### src/rtl/pwm_pkg.sv
// pwm_pkg: state encoding, timing defaults and widths shared by the servo PWM generator and capture.
package pwm_pkg;
  typedef enum logic [1:0] {S_WAIT_LOW, S_WAIT_RISE, S_OFFSET, S_STEPS} state_e;
  localparam int TICK_OFFSET = 14400;
  localparam int TICK_STEP = 240;
  localparam int CLK_PER_TICK = 2;
  localparam int OFFSET_CYC_DEF = TICK_OFFSET * CLK_PER_TICK;
  localparam int STEP_CYC_DEF = TICK_STEP * CLK_PER_TICK;
  localparam int MIN_CYC_DEF = 48;
  localparam int MAX_HIGH_CYC_DEF = 192000;
  localparam int LOST_CYC_DEF = 1200000;
  localparam int ANGLE_W = 8;
  localparam int PULSE_W = 18;
endpackage

### src/rtl/input_sync.sv
// input_sync: 2-flop synchronizer plus a registered previous sample for edge detection.
module input_sync (
  input  logic clk,
  input  logic d_i,
  output logic s_o,
  output logic rise_o,
  output logic fall_o
);
  logic [1:0] sync_q;
  logic prev_q;
  // Left unreset so s follows the pin during reset and a pulse high at release is seen as high.
  always_ff @(posedge clk) begin
    sync_q <= {sync_q[0], d_i};
    prev_q <= sync_q[1];
  end
  assign s_o = sync_q[1];
  assign rise_o = sync_q[1] & ~prev_q;
  assign fall_o = ~sync_q[1] & prev_q;
endmodule

### src/rtl/pwm_capture.sv
// pwm_capture: decodes servo PWM high time into an 8-bit angle incrementally, without a divider.
module pwm_capture
  import pwm_pkg::*;
#(
  parameter int OFFSET_CYC   = OFFSET_CYC_DEF,
  parameter int STEP_CYC     = STEP_CYC_DEF,
  parameter int MIN_CYC      = MIN_CYC_DEF,
  parameter int MAX_HIGH_CYC = MAX_HIGH_CYC_DEF,
  parameter int LOST_CYC     = LOST_CYC_DEF
) (
  input  logic               CLK,
  input  logic               rst,
  input  logic               pwm_in,
  output logic [ANGLE_W-1:0] angle,
  output logic [PULSE_W-1:0] pulse_cyc,
  output logic               valid,
  output logic               under_range,
  output logic               over_range,
  output logic               signal_lost
);
  localparam int SW = $clog2(STEP_CYC);
  localparam int LW = $clog2(LOST_CYC + 1);
  localparam logic [PULSE_W-1:0] HALF_W = PULSE_W'(OFFSET_CYC - STEP_CYC / 2);
  localparam logic [PULSE_W-1:0] OFF_W = PULSE_W'(OFFSET_CYC);
  localparam logic [PULSE_W-1:0] MIN_W = PULSE_W'(MIN_CYC);
  localparam logic [PULSE_W-1:0] MAX_W = PULSE_W'(MAX_HIGH_CYC);
  localparam logic [SW-1:0] STEP_LAST = SW'(STEP_CYC - 1);
  localparam logic [LW-1:0] LOST_L = LW'(LOST_CYC);
  logic s, rise, fall;
  state_e state_q;
  logic [PULSE_W-1:0] w_q, w_d, pulse_q;
  logic [SW-1:0] step_q;
  logic [ANGLE_W-1:0] acc_q, angle_q;
  logic [LW-1:0] lost_q, lost_d;
  logic ovf_q, valid_q, under_q, over_q, signal_lost_q, signal_lost_d;
  logic step_wrap, stuck, publish, counting;
  input_sync u_sync (
    .clk   (CLK),
    .d_i   (pwm_in),
    .s_o   (s),
    .rise_o(rise),
    .fall_o(fall)
  );
  // Counting starts HALF_W cycles in, so each STEP wrap lands on a rounding boundary.
  always_comb begin
    counting = (state_q == S_OFFSET) || (state_q == S_STEPS);
    w_d = (&w_q) ? w_q : w_q + 1'b1;
    step_wrap = step_q == STEP_LAST;
    stuck = counting && s && (w_d > MAX_W);
    publish = fall && ((state_q == S_STEPS) || ((state_q == S_OFFSET) && (w_q >= MIN_W)));
    lost_d = publish ? '0 : ((lost_q == LOST_L) ? lost_q : lost_q + 1'b1);
    signal_lost_d = !publish && (signal_lost_q || stuck || (lost_d == LOST_L));
  end
  always_ff @(posedge CLK) begin
    if (rst) begin
      state_q <= S_WAIT_LOW;
      w_q <= '0;
      step_q <= '0;
      acc_q <= '0;
      ovf_q <= 1'b0;
      lost_q <= '0;
      valid_q <= 1'b0;
      angle_q <= '0;
      pulse_q <= '0;
      under_q <= 1'b0;
      over_q <= 1'b0;
      signal_lost_q <= 1'b0;
    end else begin
      valid_q <= publish;
      lost_q <= lost_d;
      signal_lost_q <= signal_lost_d;
      if (publish) begin
        angle_q <= acc_q;
        pulse_q <= w_q;
        under_q <= w_q < OFF_W;
        over_q <= ovf_q;
      end
      case (state_q)
        S_WAIT_LOW: if (!s) state_q <= S_WAIT_RISE;
        S_WAIT_RISE: if (rise) begin
          w_q <= PULSE_W'(1);
          step_q <= '0;
          acc_q <= '0;
          ovf_q <= 1'b0;
          state_q <= S_OFFSET;
        end
        S_OFFSET: if (fall) state_q <= S_WAIT_RISE;
          else if (stuck) state_q <= S_WAIT_LOW;
          else begin
            w_q <= w_d;
            step_q <= '0;
            if (w_d == HALF_W) state_q <= S_STEPS;
          end
        S_STEPS: if (fall) state_q <= S_WAIT_RISE;
          else if (stuck) state_q <= S_WAIT_LOW;
          else begin
            w_q <= w_d;
            step_q <= step_wrap ? '0 : step_q + 1'b1;
            if (step_wrap) begin
              if (&acc_q) ovf_q <= 1'b1;
              else acc_q <= acc_q + 1'b1;
            end
          end
        default: state_q <= S_WAIT_LOW;
      endcase
    end
  end
  assign angle = angle_q;
  assign pulse_cyc = pulse_q;
  assign valid = valid_q;
  assign under_range = under_q;
  assign over_range = over_q;
  assign signal_lost = signal_lost_q;
endmodule

### config.mk
export PLATFORM = sky130hd
export DESIGN_NAME = pwm_capture
export DESIGN_NICKNAME = d
export VERILOG_FILES = /design/src/rtl/pwm_pkg.sv /design/src/rtl/input_sync.sv /design/src/rtl/pwm_capture.sv
export SDC_FILE = /design/constraint.sdc
export NUM_CORES = 1
export LEC_CHECK = 0
export CELL_PAD_IN_SITES_DETAIL_PLACEMENT = 1
export CELL_PAD_IN_SITES_GLOBAL_PLACEMENT = 1
export CORE_AREA = 5 5 150 152
export CTS_BUF_LIST = sky130_fd_sc_hd__clkbuf_4 sky130_fd_sc_hd__clkbuf_8
export CTS_CLUSTER_SIZE = 20
export DETAILED_ROUTE_END_ITERATION = 12
export DIE_AREA = 0 0 155 157
export PLACE_DENSITY_LB_ADDON = 0.15
export SLEW_MARGIN = 10
export SYNTH_ARGS = -nofsm -noshare
export SYNTH_HDL_FRONTEND = slang
export SYNTH_SLANG_ARGS = --single-unit
### constraint.sdc
create_clock -name CLK -period 6.4 [get_ports CLK]
set_clock_uncertainty 0.15 [all_clocks]
set_input_delay 1.6 -clock CLK [delete_from_list [all_inputs] [get_ports CLK]]
set_output_delay 1.6 -clock CLK [all_outputs]
set_load 0.01 [all_outputs]
==> summary.txt <==
Status
  – Result of the run: completed

Global route
  – Tot GR Track Use: 0.1435
  – Number of global-route vias before repair: between 4000 and 5000
  – Pin count of the biggest net entering global routing: 58
  – Initial antenna violation count: 0
  – Wire length of the first global-routing pass: 27.86 mm
  – Global-route congestion overflow total: 0

Floorplan
  – DIE AREA: 0.02434 mm2
  – I/O pin total: 33
  – Core ar.: about 0.021 mm2
  – Chip width: 155 um
  – Initial standard-cell utilization of the core: 0.2482
  – Row Count: 53
  – Height of the die: 157 um

Timing
  – Unrepaired setup endpoints after global routing: false
  – Clock period minus worst slack: ~4 ns
  – Worst slew margin: 0.3089
  – Final worst path period share: 0.6308
  – Slew Viols, Final: 0
  – Highest achievable clock rate: ~250 MHz
  – Setup TNS after final layout: 0 ns
  – Transition at the pin with the smallest max-transition slack: 1.034 ns
  – Number of hold-slack violations in the final timing report: 0
  – Number of setup violations in the final report: 0

Power
  – Standby leakage power: about 2.1 nW
  – Power per standard cell area: 175.4 mW/mm2
  – Worst voltage drop across the vdd grid: 0.07056 mV
  – Total power consumption of the routed design: about 1.0 mW

Logic synthesis
  – Post-synth EDFFs: 0
  – Register bit total from synthesis: 92
  – Netlist Area Pre-Place: 0.005184 mm2
  – Syn_area_per_cell: ~8 um2
  – Number of library cell types mapped by synthesis: between 70 and 80
  – Cell count after synthesis: 632
  – Asr flop ratio synth: 0
  – Total nets after synthesis: between 600 and 700
  – Synth warn: 0
  – Cell type contributing the most total cell area after synthesis: sky130_fd_sc_hd__dfxtp_1
  – Cells taking the most area after synthesis: sky130_fd_sc_hd__dfxtp_1, sky130_fd_sc_hd__nor2_1, sky130_fd_sc_hd__mux2i_1
  – Fraction of the yosys area taken by sequential cells: 0.3553
  – Top cell type's share of synthesized area: 0.3553
  – Dominant synthesized flop cell: sky130_fd_sc_hd__dfxtp_1

Routing
  – Routed Antenna Nets: 0
  – Wire length reported by the detailed router: 17.13 mm
  – Violation count after the first detailed-routing iteration: a little under 200
  – Number of detailed-route iterations in the first pass: 6
  – Via count: about 4800
  – DR WL/cell: approximately 19 um
  – Routed vias/inst: between 5 and 6
  – DR DRC count: 0

Worst setup path
  – Required time reported for the critical path endpoint: 6.53 ns
  – Largest fanout on the critical path: 10
  – Crit path launch type: flop
  – Reg-to-reg slack, setup: approximately 2.4 ns
  – WS Path Type: reg -> reg
  – Crit-path slowest cell: sky130_fd_sc_hd__or4_1
  – Count of buffer and inverter cells on the critical path: 0
  – Delay of the slowest critical-path stage: 0.75 ns
  – Cells traversed along the worst timing path: ha_1 -> and3_1 -> nand4_1 -> a31o_2 -> nand4b_1 -> a21bo_1 -> or4_1 -> and3b_4 -> a221o_1
  – Data arrival time of the worst path: 4.17 ns
  – Crit-path leading delay family: simple AND/OR/NAND/NOR gates
  – Endpoint type of the worst setup path: flop

Finish
  – Most frequent standard cell in the layout excluding fill and tap cells: sky130_fd_sc_hd__dfxtp_1
  – Most frequent cells in the layout: sky130_fd_sc_hd__dfxtp_1, sky130_fd_sc_hd__nor2_1, sky130_fd_sc_hd__nand2_1
  – Count of nets after finishing: about 650
  – Number of filler instances in the final layout: between 2000 and 2500
  – Fraction of layout cells with a size suffix above 1: 0.07788
  – Area delta synth->final: 13.03%
  – Area of all placed cells without fillers: 0.005859 mm2
  – Final antenna diode count: 0

CTS
  – Cts repair resizes: 0
  – Max clock buf depth: 2
  – H-Tree Level Count: 3
  – TritonCTS Sinks: 92
  – Number of setup buffers added after CTS: 0
  – Later-pin clock latency in the skew report: 0.40 ns
  – Clock tree from TritonCTS: yes
  – Hold buffers post-CTS: 0
  – Master cell of the clock root buffer: sky130_fd_sc_hd__clkbuf_8
  – Clock slew at reported path FFs: ~0.090 ns
  – Number of buffers added by the clock tree synthesis step: 9

Place
  – Estimated wirelength of the detail-placed design: 12.43 mm
  – Last weighted congestion value of the routability-driven placer: 0.8130
  – Placed Area: 0.005684 mm2
  – Count of input and output buffers: 32

Job
  – MaxCap Viol Count: 0

Worst hold path
  – Min-Delay Path Class: reg -> reg
-- Yosys cell counts (5+ instances only) --
| master | number |
|---|---|
| sky130_fd_sc_hd__dfxtp_1 | 92 |
| sky130_fd_sc_hd__nor2_1 | 91 |
| sky130_fd_sc_hd__nand2_1 | 60 |
| sky130_fd_sc_hd__a21oi_1 | 32 |
| sky130_fd_sc_hd__mux2i_1 | 31 |
| sky130_fd_sc_hd__nand3_1 | 28 |
| sky130_fd_sc_hd__clkbuf_1 | 25 |
| sky130_fd_sc_hd__o21ai_0 | 18 |
| sky130_fd_sc_hd__nand4_1 | 17 |
| sky130_fd_sc_hd__and3_1 | 16 |
| sky130_fd_sc_hd__nor4_1 | 14 |
| sky130_fd_sc_hd__inv_1 | 13 |
| sky130_fd_sc_hd__xnor2_1 | 13 |
| sky130_fd_sc_hd__xor2_1 | 13 |
| sky130_fd_sc_hd__a31oi_1 | 12 |
| sky130_fd_sc_hd__buf_2 | 12 |
| sky130_fd_sc_hd__nor3_1 | 11 |
| sky130_fd_sc_hd__and4_1 | 8 |
| sky130_fd_sc_hd__nor2b_1 | 8 |
| sky130_fd_sc_hd__a211oi_1 | 6 |
| sky130_fd_sc_hd__ha_1 | 6 |
| sky130_fd_sc_hd__mux2_2 | 6 |
| sky130_fd_sc_hd__nor3b_1 | 6 |
| sky130_fd_sc_hd__or4_1 | 6 |
| sky130_fd_sc_hd__a32o_1 | 5 |
-- per-layer routing --
layer / vias up / global-route usage / wire (um)
met3: 17 / 0.02310 / 638
met4: 0 / 0.04415 / 261
met5: - / 0 / 0
met2: 72 / 0.2336 / 7992
met1: 2383 / 0.1957 / 8240
li1: 2298 / - / -
-- worst paths after layout --
check,startpoint,endpoint,depth (start not counted)
setup / recovery,w_q[0]$_SDFFE_PP0P_,acc_q[2]$_SDFFE_PP0P_,9
hold / removal,u_sync.sync_q[0]$_DFF_P_,u_sync.sync_q[1]$_DFF_P_,0
hold reg to reg,u_sync.sync_q[0]$_DFF_P_,u_sync.sync_q[1]$_DFF_P_,0
setup reg to reg,w_q[0]$_SDFFE_PP0P_,acc_q[2]$_SDFFE_PP0P_,9
-- layout make-up --
type                       instances  area (um2)  area share
clock buffer                      11       138.9     0.02370
multi-input combinational        482        3089      0.5272
clock inverter                     5       36.28    0.006193
inverter                          15       56.30    0.009609
sequential                        92        1842      0.3143
tap                              275       344.1     0.05872
timing repair buffer              37       352.8     0.06022
-- sequential cells by signal (all words and copies together), names as in the netlist, 2 cells and up --
signal         cells
lost_q            21
pulse_cyc         18
w_q               18
step_q             9
acc_q              8
angle              8
state_q            2
u_sync.sync_q      2
-- logic make-up (layout without fill, tap and decap cells) --
kind of cell             count (synthesis)  count (layout)  share of synthesized area
multiplexers                            37              37                    0.07289
flip-flops                              92              92                     0.3553
buffers and inverters                   58              68                    0.05021
adder cells (fa/ha/maj)                  7               7                    0.01641
XOR/XNOR                                26              26                    0.04393
AND/OR/NAND/NOR                        294             294                     0.3007
AO/OA/AOI/OAI                          118             118                     0.1605
-- report_power, final --
| part | internal, mW | leakage (nW) | total [mW] | switching (mW) |
|---|---|---|---|---|
| sequential | 0.577 | 0.743 | 0.586 | 0.00935 |
| combinational | 0.0171 | 1.29 | 0.0564 | 0.0393 |
| clock | 0.153 | 0.0949 | 0.385 | 0.232 |
| total | 0.747 | 2.13 | 1.03 | 0.281 |
-- stage by stage --
step	utilization	cells	hold slack, ns	setup slack [ns]
6_report	0.2805	917	0.1983	2.363
5_1_grt	0.2805	917	0.2108	2.180
3_3_place_gp	0.2721	901	0.1695	2.067
2_1_floorplan	-	632	0.1596	3.012
3_5_place_dp	0.2721	901	0.1780	1.990
4_1_cts	0.2805	917	0.2009	2.382
-- worst register-to-register path, delay by kind of cell (launching register included) --
kind / cells / cell delay (ns)
compound gates: 3 / 0.96
fa+ha+maj: 1 / 0.34
flops: 1 / 0.51
simple gates: 5 / 1.98
(Power assumes the default switching activity.)
